===== src/rtl/pipeline_pkg.sv =====
// rtl/pipeline_pkg.sv - RV32I opcode constants, immediate types and decode helpers
package pipeline_pkg;

  localparam logic [6:0] OP_LUI    = 7'b0110111;
  localparam logic [6:0] OP_AUIPC  = 7'b0010111;
  localparam logic [6:0] OP_JAL    = 7'b1101111;
  localparam logic [6:0] OP_JALR   = 7'b1100111;
  localparam logic [6:0] OP_BRANCH = 7'b1100011;
  localparam logic [6:0] OP_LOAD   = 7'b0000011;
  localparam logic [6:0] OP_STORE  = 7'b0100011;
  localparam logic [6:0] OP_IMM    = 7'b0010011;
  localparam logic [6:0] OP_REG    = 7'b0110011;
  localparam logic [6:0] OP_SYSTEM = 7'b1110011;

  typedef enum logic [2:0] {
    IMM_NONE,
    IMM_I,
    IMM_S,
    IMM_B,
    IMM_U,
    IMM_J
  } imm_type_e;

  function automatic imm_type_e imm_type(input logic [6:0] op);
    case (op)
      OP_IMM, OP_LOAD, OP_JALR: imm_type = IMM_I;
      OP_STORE:                 imm_type = IMM_S;
      OP_BRANCH:                imm_type = IMM_B;
      OP_LUI, OP_AUIPC:         imm_type = IMM_U;
      OP_JAL:                   imm_type = IMM_J;
      default:                  imm_type = IMM_NONE;
    endcase
  endfunction

  function automatic logic [31:0] gen_imm(input logic [31:0] instr);
    case (imm_type(instr[6:0]))
      IMM_I:   gen_imm = {{20{instr[31]}}, instr[31:20]};
      IMM_S:   gen_imm = {{20{instr[31]}}, instr[31:25], instr[11:7]};
      IMM_B:   gen_imm = {{19{instr[31]}}, instr[31], instr[7], instr[30:25], instr[11:8], 1'b0};
      IMM_U:   gen_imm = {instr[31:12], 12'b0};
      IMM_J:   gen_imm = {{11{instr[31]}}, instr[31], instr[19:12], instr[20], instr[30:21], 1'b0};
      default: gen_imm = '0;
    endcase
  endfunction

  function automatic logic is_legal(input logic [6:0] op);
    is_legal = (imm_type(op) != IMM_NONE) || (op == OP_REG) || (op == OP_SYSTEM);
  endfunction

  // U-type and JAL carry no rs1 field; only R, S and B read rs2.
  function automatic logic uses_rs1(input logic [6:0] op);
    uses_rs1 = !((op == OP_LUI) || (op == OP_AUIPC) || (op == OP_JAL));
  endfunction

  function automatic logic uses_rs2(input logic [6:0] op);
    uses_rs2 = (op == OP_REG) || (op == OP_STORE) || (op == OP_BRANCH);
  endfunction

endpackage


===== src/rtl/pipeline_regfile.sv =====
// rtl/pipeline_regfile.sv - 32x32 register file, two write-first read ports, one write port
module pipeline_regfile
  import pipeline_pkg::*;
(
  input  logic        clk,
  input  logic        reset,
  input  logic [4:0]  raddr_a,
  input  logic [4:0]  raddr_b,
  output logic [31:0] rdata_a,
  output logic [31:0] rdata_b,
  input  logic        wen,
  input  logic [4:0]  waddr,
  input  logic [31:0] wdata
);

  logic [31:0] regs [32];

  always_ff @(posedge clk) begin
    if (reset) begin
      for (int i = 0; i < 32; i++) regs[i] <= '0;
    end else if (wen && (waddr != '0)) begin
      regs[waddr] <= wdata;
    end
  end

  // A nonzero read index matching the write index implies waddr is nonzero too.
  assign rdata_a = (raddr_a == '0) ? '0 :
                   (wen && (waddr == raddr_a)) ? wdata : regs[raddr_a];
  assign rdata_b = (raddr_b == '0) ? '0 :
                   (wen && (waddr == raddr_b)) ? wdata : regs[raddr_b];

endmodule


===== src/rtl/pipeline_decode.sv =====
// rtl/pipeline_decode.sv - RV32I decode stage: IF/ID latch, register file, load-use hazard, ID/EX latch
module pipeline_decode
  import pipeline_pkg::*;
(
  input  logic        clk_i,
  input  logic        reset_i,
  input  logic [31:0] instruction_i,
  input  logic [31:0] pc_i,
  input  logic [31:0] pcsrc_i,
  input  logic        flush_i,
  input  logic        wb_en_i,
  input  logic [4:0]  wb_rd_i,
  input  logic [31:0] wb_data_i,
  output logic        stall_o,
  output logic        valid_o,
  output logic [31:0] pc_o,
  output logic [31:0] pcsrc_o,
  output logic [31:0] rs1_data_o,
  output logic [31:0] rs2_data_o,
  output logic [31:0] imm_o,
  output logic [4:0]  rs1_o,
  output logic [4:0]  rs2_o,
  output logic [4:0]  rd_o,
  output logic [6:0]  opcode_o,
  output logic [2:0]  funct3_o,
  output logic        funct7b5_o,
  output logic        illegal_o
);

  logic        ifid_valid;
  logic [31:0] ifid_instr;
  logic [31:0] ifid_pc;
  logic [31:0] ifid_pcsrc;

  logic [6:0]  opcode;
  logic [4:0]  rs1;
  logic [4:0]  rs2;
  logic [4:0]  rd;
  logic [31:0] rs1_data;
  logic [31:0] rs2_data;
  logic        hazard;
  logic        bubble;

  assign opcode = ifid_instr[6:0];
  assign rd     = ifid_instr[11:7];
  assign rs1    = ifid_instr[19:15];
  assign rs2    = ifid_instr[24:20];

  pipeline_regfile u_regfile (
    .clk     (clk_i),
    .reset   (reset_i),
    .raddr_a (rs1),
    .raddr_b (rs2),
    .rdata_a (rs1_data),
    .rdata_b (rs2_data),
    .wen     (wb_en_i),
    .waddr   (wb_rd_i),
    .wdata   (wb_data_i)
  );

  // The load sitting in ID/EX produces its data too late for the instruction behind it.
  assign hazard = valid_o && (opcode_o == OP_LOAD) && (rd_o != '0) &&
                  ((uses_rs1(opcode) && (rs1 == rd_o)) ||
                   (uses_rs2(opcode) && (rs2 == rd_o)));
  assign stall_o = ifid_valid && !flush_i && hazard;
  assign bubble  = flush_i || stall_o || !ifid_valid;

  always_ff @(posedge clk_i) begin
    if (reset_i) begin
      ifid_valid <= 1'b0;
      ifid_instr <= '0;
      ifid_pc    <= '0;
      ifid_pcsrc <= '0;
    end else if (flush_i) begin
      ifid_valid <= 1'b0;
    end else if (!stall_o) begin
      ifid_valid <= 1'b1;
      ifid_instr <= instruction_i;
      ifid_pc    <= pc_i;
      ifid_pcsrc <= pcsrc_i;
    end
  end

  always_ff @(posedge clk_i) begin
    if (reset_i || bubble) begin
      valid_o    <= 1'b0;
      pc_o       <= '0;
      pcsrc_o    <= '0;
      rs1_data_o <= '0;
      rs2_data_o <= '0;
      imm_o      <= '0;
      rs1_o      <= '0;
      rs2_o      <= '0;
      rd_o       <= '0;
      opcode_o   <= '0;
      funct3_o   <= '0;
      funct7b5_o <= 1'b0;
      illegal_o  <= 1'b0;
    end else begin
      valid_o    <= 1'b1;
      pc_o       <= ifid_pc;
      pcsrc_o    <= ifid_pcsrc;
      rs1_data_o <= rs1_data;
      rs2_data_o <= rs2_data;
      imm_o      <= gen_imm(ifid_instr);
      rs1_o      <= rs1;
      rs2_o      <= rs2;
      rd_o       <= rd;
      opcode_o   <= opcode;
      funct3_o   <= ifid_instr[14:12];
      funct7b5_o <= ifid_instr[30];
      illegal_o  <= !is_legal(opcode);
    end
  end

endmodule

===== config.mk =====
export PLATFORM = sky130hd
export DESIGN_NAME = pipeline_decode
export DESIGN_NICKNAME = d
export VERILOG_FILES = /design/src/rtl/pipeline_pkg.sv /design/src/rtl/pipeline_regfile.sv /design/src/rtl/pipeline_decode.sv
export SDC_FILE = /design/constraint.sdc
export NUM_CORES = 2
export LEC_CHECK = 0
export ABC_AREA = 1
export CAP_MARGIN = 30
export CORE_MARGIN = 2
export CORE_UTILIZATION = 25
export CTS_CLUSTER_SIZE = 8
export DETAILED_ROUTE_END_ITERATION = 12
export GPL_TIMING_DRIVEN = 0
export PLACE_DENSITY_LB_ADDON = 0.12
export SLEW_MARGIN = 20
export SYNTH_ARGS = -nofsm -noshare
export SYNTH_HDL_FRONTEND = slang
export SYNTH_SLANG_ARGS = --single-unit
export TNS_END_PERCENT = 1

===== constraint.sdc =====
create_clock -name clk_i -period 3.3 [get_ports clk_i]
set_clock_uncertainty 0.2 [all_clocks]
set_input_delay 0.66 -clock clk_i [delete_from_list [all_inputs] [get_ports clk_i]]
set_output_delay 0.66 -clock clk_i [all_outputs]
set_load 0.01 [all_outputs]

==> metrics <==
outcome=complete, but fails checks; failing checks=setup timing; synth cell count leaders=nand2_1 (1757), nor2_1 (1521), edfxtp_1 (1024); global-route wire length before repair=665 mm; Synth top area share=45.9%; DRT iter0 DRCs=10300; Slew Viols, Final=0; Leak Pwr=33.3 nW; reg2reg setup slack=-260 ps; GPL Wtd Cong=1.07; post-DR wirelength/cell=41.7 um; Final min period=3560 ps; CP Launch Type=flip-flop; EDFF count, synth=1024; relative slew slack=22.2%; Max Fanout on Critical Path=10; nets=9050; Yosys top cell by area=edfxtp_1; CTS max path bufs=4; top-count cell post-synth=nand2_1; period utilization=108%; depth of the worst register-to-register path=11; final worst slack=-264 ps; commonest register cell after synthesis=edfxtp_1; min-delay src=wb_data_i[13]; hold endpoint=rs2_data_o[13]$_SDFF_PP0_; Post-Place Cells=12300; Max rail drop VDD=0.000385 V; clock root buffer=clkbuf_16; initial antenna violation count=63; area grow syn2layout=26.9%; pin count of the biggest net entering global routing=33; dpl hpwl=410 mm; die width=522 um; share of cells above drive strength 1=13.2%; core area=267000 um^2; arrival time worst endpoint=4120 ps; register area share after synthesis=54.4%; origin of the critical flop-to-flop path=ifid_instr[17]$_SDFFE_PP0N_; CTS tree=done; quantity of hold-fixing buffers added after cts=0; FF-to-FF End=rs1_data_o[20]$_SDFF_PP0_; H-tree levels=4; Yosys reg bits=1309; unrepaired setup endpoints after global routing=true; count of cell types in the netlist=35; Port Buf Inserts=321; IO Count=326; Post-route DRC=0; number of global-route vias before repair=64500; Num CTS Buffers=192; die area=272000 um^2; Global Route Usage Sum=37.6%; post-layout util=31.8%; vias per cell=5.56; capturing element type of the critical path=flip-flop; Final Hold Fails=0; most area-consuming cells after synthesis=edfxtp_1 (46%), nand2_1 (9.8%), nor2_1 (8.5%); DRT antenna net count=0; Starting Density=25.1%; Worst-path clk slew=60 ps; Pwr Density=568 nW/um^2; TritonRoute pass-1 iters=6; synth warn=0; max-cap viol count=0; post-route cell area=85000 um^2; final wirelength=527 mm; final cell count without fillers=12600; final setup fails=90; grt total ovfl=0; DIE HEIGHT=522 um; worst-skew pair later-pin latency=940 ps; Tightest Pin Transition=1170 ps; Placed Instance Area=77200 um^2; Avg Cell Area, Syn=8.16 um^2; Hold Crit Depth=3; Vias=70300; post-synth design cell area=67000 um^2; f_max=281 MHz; Core Rows=190; hold crit path type=in -> reg; cells after synthesis=8211; crit path kind=reg -> reg; CTS Sinks=1309; FFs w/ async S/R, synth=0%; Req. time, crit path=3860 ps
cells in the final DEF (no fill, tap or decap), types with 93 or more instances in the layout:
cell             Yosys  layout
inv_1              624     624
edfxtp_1          1024    1024
clkbuf_1           296     215
nand3_1           1007     977
a21oi_1            434     379
clkbuf_2             0     125
buf_6               17      93
nor2_1            1521    1453
dfxtp_1            285     281
buf_4               35     139
o21ai_0            337     306
clkbuf_16            0     197
clkdlybuf4s50_1      0     319
nand2_1           1757    1699
o211ai_1           340     340
buf_2              298     194
kinds of logic (layout without fill, tap and decap cells):
| kind of cell | count (synthesis) | in the layout | synth area share, % |
|---|---|---|---|
| buffers and inverters | 1363 | 2132 | 8.60 |
| AOI/OAI and AO/OA | 1126 | 1126 | 9.74 |
| and+or+nand+nor | 4399 | 4400 | 27.0 |
| other | 1 | 116 | 0.00560 |
| DFF | 1309 | 1309 | 54.4 |
| xor gates and xnor gates | 13 | 13 | 0.170 |
flip-flops by register name, indices dropped and copies added, names as in the netlist, 5 cells and up:
name            cells
pc_o               32
u_regfile.regs   1024
imm_o              32
ifid_instr         32
pcsrc_o            32
rs2_data_o         32
rs1_o               5
rs2_o               5
rs1_data_o         32
ifid_pc            32
rd_o                5
opcode_o            7
ifid_pcsrc         32
worst max-delay path by stage:
stage                                           start                                   to  slack [ps]  cells past startpoint
after floorplan                            wb_rd_i[1]  u_regfile.regs[14][0]$_SDFFCE_PN0P_         230                      8
after CTS                 ifid_instr[16]$_SDFFE_PP0N_            rs1_data_o[20]$_SDFF_PP0_        -130                     12
final                     ifid_instr[17]$_SDFFE_PP0N_            rs1_data_o[20]$_SDFF_PP0_        -260                     11
after global placement                        reset_i  u_regfile.regs[18][0]$_SDFFCE_PN0P_       -4480                      7
after global routing      ifid_instr[20]$_SDFFE_PP0N_            rs2_data_o[16]$_SDFF_PP0_        -140                     12
after detailed placement                      reset_i  u_regfile.regs[17][1]$_SDFFCE_PN0P_       -1950                     10
through the flow:
| step | TNS (ps) | power [mW] | worst slack [ps] | hold WS [ps] |
|---|---|---|---|---|
| after floorplan | 0 | 22.5 | 233 | 208 |
| after global placement | -4628660 | 27.8 | -4480 | 217 |
| after detailed placement | -2335590 | 28.2 | -1950 | 219 |
| after CTS | -530 | 47.7 | -131 | 127 |
| after global routing | -946 | 48.7 | -142 | 168 |
| final | -6610 | 48.2 | -264 | 169 |
layout make-up:
type | instances | area, um^2
fillers | 28600 | 182000
flip-flops and latches | 1309 | 36500
multi-input cells | 5571 | 26100
repair buffers | 477 | 5610
clock buffers | 275 | 5260
well taps | 3552 | 4440
plain buffers | 714 | 4230
inverters | 648 | 2470
diodes | 84 | 210
clock inverters | 18 | 198
timing repair:
action	in CTS	in global routing
pin swaps	14	0
endpoints found under the setup margin	1294	407
gates resized for setup	509	80
setup buffers	15	0
gates cloned	2	0
where the power goes:
group | internal (mW) | switching (mW) | total, mW
clock | 11.0 | 8.34 | 19.3
combinational | 2.14 | 7.73 | 9.86
sequential | 18.6 | 0.443 | 19.0
total | 31.7 | 16.5 | 48.2
layer usage:
| layer | part of all wire [%] | vias to the layer above | wire (um) | track usage [%] |
|---|---|---|---|---|
| li1 | - | 28700 | - | - |
| met1 | 38 | 34900 | 198000 | 45.3 |
| met2 | 42 | 5280 | 221000 | 55.3 |
| met3 | 10 | 1457 | 54500 | 10.4 |
| met4 | 10 | 18 | 54000 | 32.1 |
| met5 | 0.023 | - | 121 | 0 |
critical path, stage by stage (launching register included):
cell,delay (ps)
dfxtp_1,330
buf_6,300
inv_2,220
nor2_2,240
buf_4,240
buf_4,310
nand3_2,240
nand2_1,210
nor2_4,110
nand2_2,270
a21oi_1,170
nor2_4,460
Power figures use the tool's default switching activity.
